### config.mk
export PLATFORM = sky130hd
export DESIGN_NAME = proc_run_controller_flat
export DESIGN_NICKNAME = d
export VERILOG_FILES = /design/src/rtl/proc_run_controller_pkg.sv /design/src/rtl/proc_run_controller_if.sv /design/src/rtl/proc_run_controller_prog_loader.sv /design/src/rtl/proc_run_controller.sv /design/src/flat_wrapper.sv
export SDC_FILE = /design/constraint.sdc
export NUM_CORES = 1
export LEC_CHECK = 0
export ABC_AREA = 1
export ABC_CLOCK_PERIOD_IN_PS = 3900
export CAP_MARGIN = 20
export CORE_ASPECT_RATIO = 1.1
export CORE_UTILIZATION = 40
export CTS_CLUSTER_SIZE = 30
export DETAILED_ROUTE_END_ITERATION = 12
export PLACE_DENSITY = 0.74
export SYNTH_ARGS = -nofsm -noshare
export SYNTH_HDL_FRONTEND = slang
export SYNTH_SLANG_ARGS = --single-unit
### constraint.sdc
create_clock -name clk -period 3.9 [get_ports clk]
set_input_delay 0.78 -clock clk [delete_from_list [all_inputs] [get_ports clk]]
set_output_delay 0.78 -clock clk [all_outputs]
set_load 0.03 [all_outputs]
### src/rtl/proc_run_controller_pkg.sv
// Shared state encoding and defaults for the processor run controller.
package proc_ctrl_pkg;

   localparam int          STATE_W           = 3;
   localparam logic [31:0] DEFAULT_HALT_WORD = 32'h0000_000C;

   typedef enum logic [STATE_W-1:0] {
      ST_IDLE   = 3'd0,
      ST_LOAD   = 3'd1,
      ST_RSTCPU = 3'd2,
      ST_READY  = 3'd3,
      ST_RUN    = 3'd4,
      ST_STEP   = 3'd5,
      ST_HALTED = 3'd6
   } state_t;

endpackage

### src/rtl/proc_run_controller_if.sv
// Program load stream and instruction-memory write port between host, controller and imem.
interface proc_run_controller_if #(
   parameter int ADDR_W = 8,
   parameter int DATA_W = 32
);
   logic              load_valid;
   logic              load_ready;
   logic [DATA_W-1:0] load_data;
   logic              load_last;
   logic              imem_we;
   logic [ADDR_W-1:0] imem_addr;
   logic [DATA_W-1:0] imem_wdata;

   modport master (
      output load_valid, load_data, load_last,
      input  load_ready, imem_we, imem_addr, imem_wdata
   );

   modport slave (
      input  load_valid, load_data, load_last,
      output load_ready, imem_we, imem_addr, imem_wdata
   );
endinterface

### src/rtl/proc_run_controller_prog_loader.sv
// Program loader: beat handshake, word address counter, registered imem write port, overflow flag.
// The write lands one cycle after acceptance; ready is decoded from FSM state by the parent.
module prog_loader #(
   parameter int ADDR_W = 8,
   parameter int DATA_W = 32
) (
   input  logic              clk,
   input  logic              rst,
   input  logic              load_valid,
   input  logic              load_ready,
   input  logic              load_last,
   input  logic [DATA_W-1:0] load_data,
   input  logic              fresh,
   output logic              accept,
   output logic              done,
   output logic              imem_we,
   output logic [ADDR_W-1:0] imem_addr,
   output logic [DATA_W-1:0] imem_wdata,
   output logic              load_err
);

   localparam logic [ADDR_W-1:0] TOP_ADDR = '1;

   logic [ADDR_W-1:0] next_addr;
   logic [ADDR_W-1:0] base_addr;
   logic              at_top;

   // A new program always starts at word 0; otherwise continue after the previous beat.
   always_comb begin
      accept    = load_valid && load_ready;
      base_addr = fresh ? '0 : next_addr;
      at_top    = (base_addr == TOP_ADDR);
      done      = accept && (load_last || at_top);
   end

   always_ff @(posedge clk) begin
      if (!rst) begin
         imem_we    <= 1'b0;
         imem_addr  <= '0;
         imem_wdata <= '0;
         next_addr  <= '0;
         load_err   <= 1'b0;
      end else begin
         imem_we <= accept;
         if (accept) begin
            imem_addr  <= base_addr;
            imem_wdata <= load_data;
            next_addr  <= base_addr + 1'b1;
         end
         if (accept && at_top && !load_last) begin
            load_err <= 1'b1;
         end else if (accept && fresh) begin
            load_err <= 1'b0;
         end
      end
   end

endmodule

### src/rtl/proc_run_controller.sv
// Run controller: loads imem, holds the CPU in reset, then gates cpu_en for run/step/pause.
// Optional breakpoint comparator enabled by defining PROC_CTRL_BREAKPOINT_EN.
module proc_run_controller
   import proc_ctrl_pkg::*;
#(
   parameter int                ADDR_W     = 8,
   parameter int                DATA_W     = 32,
   parameter logic [DATA_W-1:0] HALT_WORD  = DATA_W'(DEFAULT_HALT_WORD),
   parameter int unsigned       RST_CYCLES = 2,
   parameter int unsigned       MAX_CYCLES = 1000
) (
   input  logic                 clk,
   input  logic                 rst,
   proc_run_controller_if.slave bus,
   input  logic                 cmd_run,
   input  logic                 cmd_step,
   input  logic                 cmd_halt,
   input  logic [31:0]          cpu_pc,
   input  logic [DATA_W-1:0]    cpu_instr,
`ifdef PROC_CTRL_BREAKPOINT_EN
   input  logic                 bp_valid,
   input  logic [31:0]          bp_addr,
`endif
   output logic                 cpu_rst,
   output logic                 cpu_en,
   output logic [STATE_W-1:0]   state,
   output logic                 halted,
   output logic                 timeout,
   output logic                 load_err,
   output logic [31:0]          cycle_count
);

   localparam int          RC_W     = (RST_CYCLES > 1) ? $clog2(RST_CYCLES) : 1;
   localparam logic [31:0] WD_LIMIT = 32'(MAX_CYCLES);

   state_t          cur;
   state_t          nxt;
   logic [RC_W-1:0] rst_cnt;
   logic            accept;
   logic            done;
   logic            fresh;
   logic            is_halt;
   logic            bp_hit;
   logic            wd_trip;
   logic [31:0]     cc_inc;

   assign state          = cur;
   assign fresh          = (cur == ST_IDLE) || (cur == ST_HALTED);
   assign bus.load_ready = (cur == ST_IDLE) || (cur == ST_LOAD) || (cur == ST_HALTED);
   assign cpu_rst        = (cur == ST_IDLE) || (cur == ST_LOAD) || (cur == ST_RSTCPU);
   assign halted         = (cur == ST_HALTED);
   assign is_halt        = (cpu_instr == HALT_WORD);
   assign cc_inc         = (cycle_count == 32'hFFFF_FFFF) ? cycle_count : cycle_count + 32'd1;

`ifdef PROC_CTRL_BREAKPOINT_EN
   // Set when a breakpoint stops RUN so the next enabled cycle steps over it.
   logic bp_skip;
   assign bp_hit = (cur == ST_RUN) && bp_valid && (cpu_pc == bp_addr) && !bp_skip;

   always_ff @(posedge clk) begin
      if (!rst) begin
         bp_skip <= 1'b0;
      end else if (bp_hit) begin
         bp_skip <= 1'b1;
      end else if (cpu_en || (nxt == ST_RSTCPU)) begin
         bp_skip <= 1'b0;
      end
   end
`else
   logic unused_pc;
   assign bp_hit    = 1'b0;
   assign unused_pc = ^cpu_pc;
`endif

   prog_loader #(
      .ADDR_W (ADDR_W),
      .DATA_W (DATA_W)
   ) u_loader (
      .clk        (clk),
      .rst        (rst),
      .load_valid (bus.load_valid),
      .load_ready (bus.load_ready),
      .load_last  (bus.load_last),
      .load_data  (bus.load_data),
      .fresh      (fresh),
      .accept     (accept),
      .done       (done),
      .imem_we    (bus.imem_we),
      .imem_addr  (bus.imem_addr),
      .imem_wdata (bus.imem_wdata),
      .load_err   (load_err)
   );

   always_ff @(posedge clk) begin
      if (!rst) begin
         cur <= ST_IDLE;
      end else begin
         cur <= nxt;
      end
   end

   always_comb begin
      nxt     = cur;
      cpu_en  = 1'b0;
      wd_trip = 1'b0;
      case (cur)
         ST_IDLE, ST_HALTED: begin
            if (accept) begin
               nxt = done ? ST_RSTCPU : ST_LOAD;
            end else if (cmd_run) begin
               nxt = ST_RSTCPU;
            end
         end
         ST_LOAD: begin
            if (done) nxt = ST_RSTCPU;
         end
         ST_RSTCPU: begin
            if (rst_cnt == RC_W'(RST_CYCLES - 1)) nxt = ST_READY;
         end
         ST_READY: begin
            if (cmd_step) begin
               nxt = ST_STEP;
            end else if (cmd_run) begin
               nxt = ST_RUN;
            end
         end
         ST_RUN: begin
            // Halt word is never executed: enable drops in the same cycle it is seen.
            cpu_en  = !cmd_halt && !is_halt && !bp_hit;
            wd_trip = cpu_en && (cc_inc >= WD_LIMIT);
            if (cmd_halt || bp_hit) begin
               nxt = ST_READY;
            end else if (is_halt || wd_trip) begin
               nxt = ST_HALTED;
            end
         end
         ST_STEP: begin
            cpu_en  = !is_halt;
            wd_trip = cpu_en && (cc_inc >= WD_LIMIT);
            nxt     = (is_halt || wd_trip) ? ST_HALTED : ST_READY;
         end
         default: nxt = ST_IDLE;
      endcase
   end

   always_ff @(posedge clk) begin
      if (!rst) begin
         rst_cnt     <= '0;
         cycle_count <= '0;
         timeout     <= 1'b0;
      end else begin
         rst_cnt <= (cur == ST_RSTCPU) ? rst_cnt + 1'b1 : '0;
         if (nxt == ST_RSTCPU) begin
            cycle_count <= '0;
         end else if (cpu_en) begin
            cycle_count <= cc_inc;
         end
         if (wd_trip) begin
            timeout <= 1'b1;
         end else if (accept && fresh) begin
            timeout <= 1'b0;
         end
      end
   end

endmodule

### src/flat_wrapper.sv
// flat-port wrapper written by rule: the top's interface ports become plain ports
module proc_run_controller_flat import proc_ctrl_pkg::*;
#(
   parameter int                ADDR_W     = 8,
   parameter int                DATA_W     = 32,
   parameter logic [DATA_W-1:0] HALT_WORD  = DATA_W'(DEFAULT_HALT_WORD),
   parameter int unsigned       RST_CYCLES = 2,
   parameter int unsigned       MAX_CYCLES = 1000
)
  (clk, rst, cmd_run, cmd_step, cmd_halt, cpu_pc, cpu_instr, cpu_rst, cpu_en, state, halted, timeout, load_err, cycle_count, bus_load_valid, bus_load_data, bus_load_last, bus_load_ready, bus_imem_we, bus_imem_addr, bus_imem_wdata);
  proc_run_controller_if #(.ADDR_W(ADDR_W), .DATA_W(DATA_W)) bus_i ();
  input  logic clk;
  input  logic rst;
  input  logic cmd_run;
  input  logic cmd_step;
  input  logic cmd_halt;
  input  logic [31:0] cpu_pc;
  input  logic [DATA_W-1:0] cpu_instr;
  output logic cpu_rst;
  output logic cpu_en;
  output logic [STATE_W-1:0] state;
  output logic halted;
  output logic timeout;
  output logic load_err;
  output logic [31:0] cycle_count;
  input wire logic [$bits(bus_i.load_valid)-1:0] bus_load_valid;
  input wire logic [$bits(bus_i.load_data)-1:0] bus_load_data;
  input wire logic [$bits(bus_i.load_last)-1:0] bus_load_last;
  output wire logic [$bits(bus_i.load_ready)-1:0] bus_load_ready;
  output wire logic [$bits(bus_i.imem_we)-1:0] bus_imem_we;
  output wire logic [$bits(bus_i.imem_addr)-1:0] bus_imem_addr;
  output wire logic [$bits(bus_i.imem_wdata)-1:0] bus_imem_wdata;
  assign bus_i.load_valid = bus_load_valid;
  assign bus_i.load_data = bus_load_data;
  assign bus_i.load_last = bus_load_last;
  assign bus_load_ready = bus_i.load_ready;
  assign bus_imem_we = bus_i.imem_we;
  assign bus_imem_addr = bus_i.imem_addr;
  assign bus_imem_wdata = bus_i.imem_wdata;
  proc_run_controller #(.ADDR_W(ADDR_W), .DATA_W(DATA_W), .HALT_WORD(HALT_WORD), .RST_CYCLES(RST_CYCLES), .MAX_CYCLES(MAX_CYCLES)) u_core (.clk(clk), .rst(rst), .bus(bus_i), .cmd_run(cmd_run), .cmd_step(cmd_step), .cmd_halt(cmd_halt), .cpu_pc(cpu_pc), .cpu_instr(cpu_instr), .cpu_rst(cpu_rst), .cpu_en(cpu_en), .state(state), .halted(halted), .timeout(timeout), .load_err(load_err), .cycle_count(cycle_count));
endmodule
==> impl_metrics.yaml, run 1 <==
status:
  status: "finished clean"
synth:
  synth_edf_count: 0
  synthCells: 755
  async_flop_share_pct: 0
  syn_nets: 860
  synthTopCellsByCount: "nand2_1 (172), nor2_1 (154), dfxtp_1 (87), o21ai_0 (78), inv_1 (68)"
  yosys_warnings: 0
  syn_area_per_cell_sq_um: 6.377
  synth_top_area_share_pct: 36.17
  synth_area_sq_mm: 0.004815
  ys_types: 31
  synth_area_leader_cell: "dfxtp_1"
  synth.most_common_cell: "nand2_1"
  synthTopCellsByArea: "dfxtp_1 (36%), nand2_1 (13%), nor2_1 (12%), o21ai_0 (8.1%), nand3_1 (6.8%)"
  ys_ff_latch: 87
  synth-seq-area-share_pct: 36.17
  synthFlopType: "dfxtp_1"
finish:
  final_cell_area_sq_mm: 0.006754
  fin_cells: 1053
  fillCellCount: 1168
  antenna_cells: 0
  finalNetCount: 1003
  area_delta_synth_final_pct: 40.28
  drive_above_1_share_pct: 7.973
global_routing:
  first_global_vias: 5001
  antenna_found_initial: 0
  grt_first_pass_wirelength_um: 22230
  gr-total-overflow: 0
  grt_max_degree: 44
  globalRouteTotalUtil_pct: 22.33
power_and_ir_drop:
  seq_power_share_pct: 34.9
  p_int_w: 0.001961
  finalPower_w: 0.003054
  p_sw_w: 0.001093
  vdd_drop_max_v: 0.0003084
  combPwrFrac_pct: 33.4
  pwr-share-clk_pct: 31.7
  leakage_nw: 2.612
  switching_share_pct: 35.78
  p_per_area_mw_per_mm2: 452.1
placed_design:
  place_hpwl_um: 10050
  port_buffers: 152
  place_congestion: 0.9200
  place_area_sq_mm: 0.006422
  dp.cells: 1037
  dp_slack_ns: 0.5415
sta:
  fin_tns_setup_ns: 0
  finalCritPeriodShare_pct: 85.84
  tightest_slew_ns: 0.6001
  slew_violations: 0
  fin_skew_ns: 0.004702
  setup_slack_ns: 0.5522
  period_minus_slack_ns: 3.348
  grt_setup_unrepaired: "no"
  slew_headroom_pct: 59.87
  finalSetupViolations: 0
  finalHoldViolations: 0
  maxClockFrequency_ghz: 0.2987
route:
  viasPerCell: 4.951
  drt_iter0_drc: 212
  vias: 5213
  wl_per_cell_um: 12.75
  dr.pass1.iters: 4
  drt-total-wl_um: 13420
  ant_nets: 0
  drc: 0
clock_tree:
  clkTransAtPathRegs_ns: 0.07
  htree_levels: 3
  clockRootBuffer: "clkbuf_16"
  ctsHoldBuffers: 0
  clockBufferDepth: 2
  cts_setup_buffers: 0
  cts_sinks: 87
  cts.repair.resized: 0
  cts_buffers: 9
  clock_latency_ns: 0.34
  cts_tree: "done"
critical_path:
  end_kind: "flop"
  cp.arrival_ns: 3.58
  critical-path-slowest-cell: "dfxtp_1"
  crit_path_frequent_cell: "nand2_1"
  worstPathRequired_ns: 4.14
  critPathMaxFanout: 33
  worst_setup_path_start_kind: "flop"
  worstSetupPathType: "reg -> reg"
  r2r.worst_path.cells: 19
  path_cells: "ha_1, inv_1, nor2_4, nand2_2, nor2_4, nand2_4, nand4_1, nor2_1, nand3_1, nand2_1, nor2_2, nand2_1, nand2_1, nand2_1, nor2_2, nand2_2, nand2_4, buf_12, nor2_2"
  cp_slowest_stage_delay_ns: 0.47
floorplanning:
  pin_count: 185
  die_x_um: 106.6
  fp-row-count: 41
  dieArea_sq_mm: 0.01248
  core_area_sq_mm: 0.01159
  initial_utilization_pct: 41.53
  die_y_um: 117.1
hold_path:
  hold_class: "reg -> reg"
  holdPathStages: 1
job:
  cap_violations: 0
-- final cells by class --
cell class	count	area (sq um)	share of cell area [%]
Clock buffer	10	239.0	3.538
Clock inverter	6	92.59	1.371
Inverter	69	259.0	3.835
Multi-Input combinational cell	572	2650	39.24
Sequential cell	87	1742	25.79
Tap cell	150	187.7	2.779
Timing Repair Buffer	159	1584	23.45
-- through the flow --
stage	util, %	hold slack, ns
final	58.26	0.4259
after detailed placement	55.40	0.4161
after global routing	58.26	0.4518
after global placement	55.40	0.4083
after floorplan	-	0.4013
after CTS	58.26	0.4250
-- critical path, delay by kind of cell (launching register included) --
family	cells	cell delay, ns
adders and majority gates	1	0.29
buffers and inverters	2	0.36
and+or+nand+nor	16	2.10
DFF	1	0.47
-- path summary, 6_finish.rpt --
| kind | start | slack, ns | endpoint |
|---|---|---|---|
| hold reg to reg | u_core.rst_cnt$_SDFF_PN0_ | 0.43 | u_core.rst_cnt$_SDFF_PN0_ |
| setup reg to reg | u_core.cycle_count[0]$_SDFFE_PP0P_ | 0.55 | u_core.cycle_count[28]$_SDFFE_PP0P_ |
| hold / removal | u_core.rst_cnt$_SDFF_PN0_ | 0.43 | u_core.rst_cnt$_SDFF_PN0_ |
| setup / recovery | u_core.cycle_count[0]$_SDFFE_PP0P_ | 0.55 | u_core.cycle_count[28]$_SDFFE_PP0P_ |
-- cells in the final DEF, fill, tap and decap left out, types with 4 or more instances in the layout --
cell               n
nor4_1             6
dfxtp_1           87
clkdlybuf4s50_1  151
o21ai_0           78
nand3_1           65
nor2_4             9
xor2_1             4
nand4_1            7
a21oi_1           18
nor2_1           154
clkbuf_16          9
inv_1             68
nor2_2            29
nand2_2            4
nand2_1          172
nor3_1            10
buf_4              7
-- metal layers --
layer	up-vias	wire [um]	global-route usage, %	share of wire (%)
met5	-	0	0	0
met2	175	6202	38.84	46
met4	0	399	10.23	3.0
met3	32	1125	6.921	8.4
li1	2708	-	-	-
met1	2298	5694	25.17	42
-- sequential cells by signal, indices dropped and copies added (netlist names) --
signal                      count
u_core.u_loader.load_err        1
u_core.timeout                  1
u_core.u_loader.next_addr       8
u_core.u_loader.imem_wdata     32
u_core.rst_cnt                  1
u_core.u_loader.imem_we         1
u_core.cycle_count             32
u_core.u_loader.imem_addr       8
u_core.state                    3
-- logic make-up (layout without fill, tap and decap cells) --
kind of cell             count (synthesis)  count (layout)  synth area share, %
adder cells (fa/ha/maj)                  2               2               0.5197
XOR/XNOR                                 4               4               0.7276
flip-flops                              87              87                36.17
AO/OA/AOI/OAI                          103             103                11.15
multiplexers                             2               2               0.4158
buffers and inverters                   96             244                8.783
AND/OR/NAND/NOR                        461             461                42.23
-- power groups by stage --
stage,logic [W],registers [W],clock network [W]
after floorplan,0.000458,0.00127,0
after global placement,0.00102,0.00108,0
after detailed placement,0.00102,0.00109,0
after CTS,0.00103,0.00107,0.000981
after global routing,0.00111,0.00108,0.00102
final,0.00102,0.00107,0.000968
No activity file was read; power rests on OpenSTA's default activity.
==> run 2: changes to the inputs <==
--- a/config.mk
+++ b/config.mk
@@ -13,6 +13,8 @@
 export CTS_CLUSTER_SIZE = 30
 export DETAILED_ROUTE_END_ITERATION = 12
 export PLACE_DENSITY = 0.74
+export REMOVE_ABC_BUFFERS = 1
+export SLEW_MARGIN = 10
 export SYNTH_ARGS = -nofsm -noshare
 export SYNTH_HDL_FRONTEND = slang
 export SYNTH_SLANG_ARGS = --single-unit
==> impl_metrics.yaml, run 2 (synthesized netlist as in run 1, its figures left out) <==
status:
  status: "finished clean"
clock_tree:
  cts_tree: "done"
  cts.repair.resized: 0
  clockBufferDepth: 2
  cts_buffers: 9
  cts_sinks: 87
  clkTransAtPathRegs_ns: 0.07
  clock_latency_ns: 0.35
  htree_levels: 3
  ctsHoldBuffers: 0
  clockRootBuffer: "clkbuf_16"
  cts_setup_buffers: 0
global_routing:
  grt_first_pass_wirelength_um: 22360
  globalRouteTotalUtil_pct: 22.76
  gr-total-overflow: 0
  antenna_found_initial: 0
  first_global_vias: 4887
  grt_max_degree: 48
route:
  drt-total-wl_um: 13530
  ant_nets: 0
  wl_per_cell_um: 12.83
  drc: 0
  dr.pass1.iters: 5
  viasPerCell: 4.956
  drt_iter0_drc: 197
  vias: 5224
sta:
  tightest_slew_ns: 0.7729
  fin_tns_setup_ns: 0
  period_minus_slack_ns: 3.392
  finalHoldViolations: 0
  grt_setup_unrepaired: "no"
  slew_headroom_pct: 48.48
  finalCritPeriodShare_pct: 86.98
  finalSetupViolations: 0
  slew_violations: 0
  fin_skew_ns: 0.009321
  maxClockFrequency_ghz: 0.2948
finish:
  finalNetCount: 1004
  antenna_cells: 0
  drive_above_1_share_pct: 7.965
  largest_registers: "u_core.cycle_count: 32 flops, u_core.u_loader.imem_wdata: 32 flops"
  fin_cells: 1054
  area_delta_synth_final_pct: 40.02
  final_common_cell: "nand2_1"
  final_cell_mix: "nand2_1 (172), nor2_1 (154), clkdlybuf4s50_1 (151), dfxtp_1 (87), o21ai_0 (78)"
  finish.utilization_pct: 58.15
floorplanning:
  die_x_um: 106.6
  fp-row-count: 41
  die_y_um: 117.1
  pin_count: 185
  dieArea_sq_mm: 0.01248
  core_area_sq_mm: 0.01159
  initial_utilization_pct: 41.53
critical_path:
  critPathBufInv: 3
  cp.arrival_ns: 3.64
  end_kind: "flop"
  crit_path_frequent_cell: "nand2_1"
  critPathMaxFanout: 33
  worst-path-stages: 21
  r2r.worst_path.cells: 21
  startpoint: "u_core.cycle_count[0]$_SDFFE_PP0P_"
  worst_setup_path_start_kind: "flop"
  critical-path-slowest-cell: "dfxtp_1"
  worstPathRequired_ns: 4.14
  path_cells: "ha_1, inv_1, nor2_4, nand2_2, nor2_4, nand2_4, nand3_2, inv_1, nand3_1, nand2_1, nand3_1, nand2_1, nor2_2, nand2_1, nand2_1, nand2_1, nor2_2, nand2_2, nand2_4, buf_4, nor2_2"
  r2r_start: "u_core.cycle_count[0]$_SDFFE_PP0P_"
  worstSetupPathType: "reg -> reg"
  critPathTopFamily: "simple AND/OR/NAND/NOR gates"
  cp_slowest_stage_delay_ns: 0.47
power_and_ir_drop:
  leakage_nw: 2.615
  finalPower_w: 0.002968
  vdd_drop_max_v: 0.0003181
  p_per_area_mw_per_mm2: 440.2
hold_path:
  hp-start: "u_core.rst_cnt$_SDFF_PN0_"
  holdPathStages: 1
  hold_class: "reg -> reg"
placed_design:
  place_congestion: 0.9369
  dp.cells: 1038
  place_hpwl_um: 10070
  port_buffers: 152
job:
  cap_violations: 0
[run 2: area by class of cell]
type                            count  area [sq um]
Fill cell                        1108          4852
Multi-Input combinational cell    572          2650
Sequential cell                    87          1742
Timing Repair Buffer              160          1604
Inverter                           69         259.0
Clock buffer                       10         229.0
Tap cell                          150         187.7
Clock inverter                      6         70.07
[run 2: per-layer routing]
layer	share of wire (%)	vias to the layer above	track usage (%)
li1	-	2710	-
met1	41	2319	25.38
met2	49	172	40.77
met3	7.4	23	5.869
met4	2.5	0	10.59
met5	0	-	0
[run 2: path summary, 6_finish.rpt]
| path | to | slack (ns) |
|---|---|---|
| setup / recovery | u_core.cycle_count[20]$_SDFFE_PP0P_ | 0.51 |
| setup reg to reg | u_core.cycle_count[20]$_SDFFE_PP0P_ | 0.51 |
| hold reg to reg | u_core.rst_cnt$_SDFF_PN0_ | 0.43 |
| hold / removal | u_core.rst_cnt$_SDFF_PN0_ | 0.43 |
[run 2: report_power, final]
group,internal (W),switching (W)
Combinational,0.000387,0.000629
Clock,0.000501,0.000382
Sequential,0.000997,0.0000706
Total,0.00189,0.00108
[run 2: worst reg2reg max path, cell delays in order (launching register included)]
cell     delay [ns]
dfxtp_1        0.47
ha_1           0.29
inv_1          0.15
nor2_4         0.26
nand2_2        0.12
nor2_4         0.21
nand2_4        0.25
nand3_2        0.14
inv_1          0.04
nand3_1        0.06
nand2_1        0.06
nand3_1        0.07
nand2_1        0.06
nor2_2         0.16
nand2_1        0.10
nand2_1        0.09
nand2_1        0.07
nor2_2         0.12
nand2_2        0.07
nand2_4        0.24
buf_4          0.24
nor2_2         0.04
[run 2: stage by stage]
step                instance area, sq um  hold WS (ns)  worst slack (ns)
finish                              6741        0.4305            0.5077
global route                        6741        0.4532            0.1573
CTS                                 6741        0.4306            0.4916
floorplan                           4651        0.4013            0.2218
detailed placement                  6442        0.4205            0.5220
global placement                    6442        0.4131            0.5642
==> run 3: changes to the inputs <==
--- a/config.mk
+++ b/config.mk
@@ -6,13 +6,13 @@
 export NUM_CORES = 1
 export LEC_CHECK = 0
 export ABC_AREA = 1
-export ABC_CLOCK_PERIOD_IN_PS = 3900
+export ABC_CLOCK_PERIOD_IN_PS = 2900
 export CAP_MARGIN = 20
 export CORE_ASPECT_RATIO = 1.1
 export CORE_UTILIZATION = 40
 export CTS_CLUSTER_SIZE = 30
 export DETAILED_ROUTE_END_ITERATION = 12
-export PLACE_DENSITY = 0.74
+export PLACE_DENSITY = 0.77
 export REMOVE_ABC_BUFFERS = 1
 export SLEW_MARGIN = 10
 export SYNTH_ARGS = -nofsm -noshare
==> constraint.sdc (replaced) <==
create_clock -name clk -period 2.9 [get_ports clk]
set_input_delay 0.58 -clock clk [delete_from_list [all_inputs] [get_ports clk]]
set_output_delay 0.58 -clock clk [all_outputs]
set_load 0.03 [all_outputs]
==> impl_metrics.yaml, run 3 (synthesized netlist as in run 1, its figures left out) <==
status:
  status: "finished clean"
clock_tree:
  cts_buffers: 9
  clkTransAtPathRegs_ns: 0.07
  cts_sinks: 87
  htree_levels: 3
  clock_latency_ns: 0.35
  ctsHoldBuffers: 0
  cts_tree: "done"
  clockRootBuffer: "clkbuf_16"
  clockBufferDepth: 2
sta:
  finalSetupViolations: 0
  tightest_slew_ns: 0.4656
  setup_slack_ns: 0.1226
  period_minus_slack_ns: 2.777
  finalCritPeriodShare_pct: 95.77
  finalHoldViolations: 0
  slew_headroom_pct: 68.63
  maxClockFrequency_ghz: 0.3601
  slew_violations: 0
  fin_skew_ns: 0.005714
  hold_slack_ns: 0.4278
placed_design:
  place_area_sq_mm: 0.006575
  place_hpwl_um: 10320
  port_buffers: 152
  place_congestion: 0.9317
  dp_slack_ns: -0.03733
hold_path:
  hold_class: "reg -> reg"
  holdPathStages: 1
  min_to: "u_core.rst_cnt$_SDFF_PN0_"
  hp-start: "u_core.rst_cnt$_SDFF_PN0_"
critical_path:
  critPathTopFamily: "simple AND/OR/NAND/NOR gates"
  worstReg2RegEnd: "u_core.cycle_count[18]$_SDFFE_PP0P_"
  path_cells: "ha_4, inv_2, nor2_4, nand2_2, nor2_4, buf_12, nand2_8, nand3_2, inv_1, nand3_1, nand2_1, nand3_1, nand2_1, nor2_4, nand2_1, nand2_1, nand2_1, nor2_2, nand2_2, nand2_4, clkbuf_16, nor2_2"
  worstSetupPathType: "reg -> reg"
  end_kind: "flop"
  worstPathRequired_ns: 3.14
  r2r_slack_ns: 0.12
  critPathBufInv: 4
  cp_slowest_stage_delay_ns: 0.36
  r2r.worst_path.cells: 22
  critical-path-slowest-cell: "dfxtp_2"
  critPathMaxFanout: 9
  cp.arrival_ns: 3.01
  worst_setup_path_start_kind: "flop"
  r2r_start: "u_core.cycle_count[0]$_SDFFE_PP0P_"
  crit_path_frequent_cell: "nand2_1"
floorplanning:
  die_x_um: 106.6
  dieArea_sq_mm: 0.01248
  die_y_um: 117.1
  fp-row-count: 41
  core_area_sq_mm: 0.01159
  initial_utilization_pct: 41.53
  pin_count: 185
finish:
  final_cell_area_sq_mm: 0.007189
  finalNetCount: 1031
  final_cell_mix: "nand2_1 (167), clkdlybuf4s50_1 (151), nor2_1 (140), o21ai_0 (76), dfxtp_1 (71)"
  drive_above_1_share_pct: 15.04
  largest_registers: "u_core.cycle_count: 32 flops, u_core.u_loader.imem_wdata: 32 flops"
  final_common_cell: "nand2_1"
  antenna_cells: 0
  area_delta_synth_final_pct: 49.32
global_routing:
  grt_max_degree: 45
  gr-total-overflow: 0
  first_global_vias: 5062
  grt_first_pass_wirelength_um: 22660
  antenna_found_initial: 0
  globalRouteTotalUtil_pct: 22.85
route:
  drt_iter0_drc: 284
  drt-total-wl_um: 14570
  wl_per_cell_um: 13.48
  vias: 5452
  dr.pass1.iters: 5
  ant_nets: 0
  drc: 0
  viasPerCell: 5.043
power_and_ir_drop:
  leakage_nw: 2.808
  p_per_area_mw_per_mm2: 589.2
  vdd_drop_max_v: 0.0006150
job:
  cap_violations: 0
[run 3: changes by cell type in the layout (fill, tap and decap cells not counted), sizes merged]
cell      before  now
buf            9   32
nand2        178  180
clkinv         5    2
bufinv         1    2
clkbuf        10   12
clkinvlp       0    2
[run 3: per-stage QoR]
stage / TNS (ns) / instances / total power, W / util, %
6_report: 0 / 1081 / 0.004236 / 62.01
5_1_grt: -4.318 / 1081 / 0.004454 / 62.01
4_1_cts: 0 / 1070 / 0.004193 / 59.65
3_5_place_dp: -0.4467 / 1054 / 0.002893 / 56.71
3_3_place_gp: 0 / 1054 / 0.002881 / 56.71
2_1_floorplan: -37.42 / 728 / 0.002247 / -
[run 3: cell type report]
type,instances,area [sq um]
Fill cell,1088,4404
Multi-Input combinational cell,574,2798
Timing Repair Buffer,185,1852
Sequential cell,87,1762
Inverter,69,259.0
Clock buffer,10,239.0
Tap cell,150,187.7
Clock inverter,6,92.59
[run 3: routing by layer]
metal | share of wire (%) | vias to the layer above | track usage (%)
met5 | 0 | - | 0
met2 | 47 | 230 | 39.91
met3 | 8.5 | 43 | 6.645
li1 | - | 2766 | -
met4 | 4.1 | 0 | 12.24
met1 | 40 | 2413 | 25.24
[run 3: what timing repair did]
| action | 4_1_cts | 5_1_grt |
|---|---|---|
| gates resized for setup | 1 | 51 |
| endpoints found under the setup margin | 32 | 33 |
| setup buffers | 0 | 7 |
| pin swaps | 2 | 8 |
| gates cloned | 0 | 4 |
[run 3: power breakdown]
part | internal [W] | switching (W)
logic | 0.000615 | 0.000896
registers | 0.00134 | 0.0000865
clock network | 0.000783 | 0.000512
[run 3: how the worst max path moves through the flow]
| stage | from | endpoint | slack [ns] | cells past startpoint |
|---|---|---|---|---|
| 5_1_grt | u_core.cycle_count[10]$_SDFFE_PP0P_ | u_core.cycle_count[18]$_SDFFE_PP0P_ | -0.15 | 20 |
| 4_1_cts | u_core.cycle_count[0]$_SDFFE_PP0P_ | u_core.cycle_count[0]$_SDFFE_PP0P_ | 0.01 | 21 |
| 6_report | u_core.cycle_count[0]$_SDFFE_PP0P_ | u_core.cycle_count[18]$_SDFFE_PP0P_ | 0.12 | 22 |
| 3_5_place_dp | u_core.cycle_count[0]$_SDFFE_PP0P_ | u_core.cycle_count[0]$_SDFFE_PP0P_ | -0.04 | 21 |
| 2_1_floorplan | u_core.state[1]$_SDFF_PN0_ | u_core.u_loader.next_addr[7]$_SDFFE_PN0P_ | -0.78 | 13 |
| 3_3_place_gp | cpu_instr[7] | u_core.cycle_count[2]$_SDFFE_PP0P_ | 0.04 | 12 |
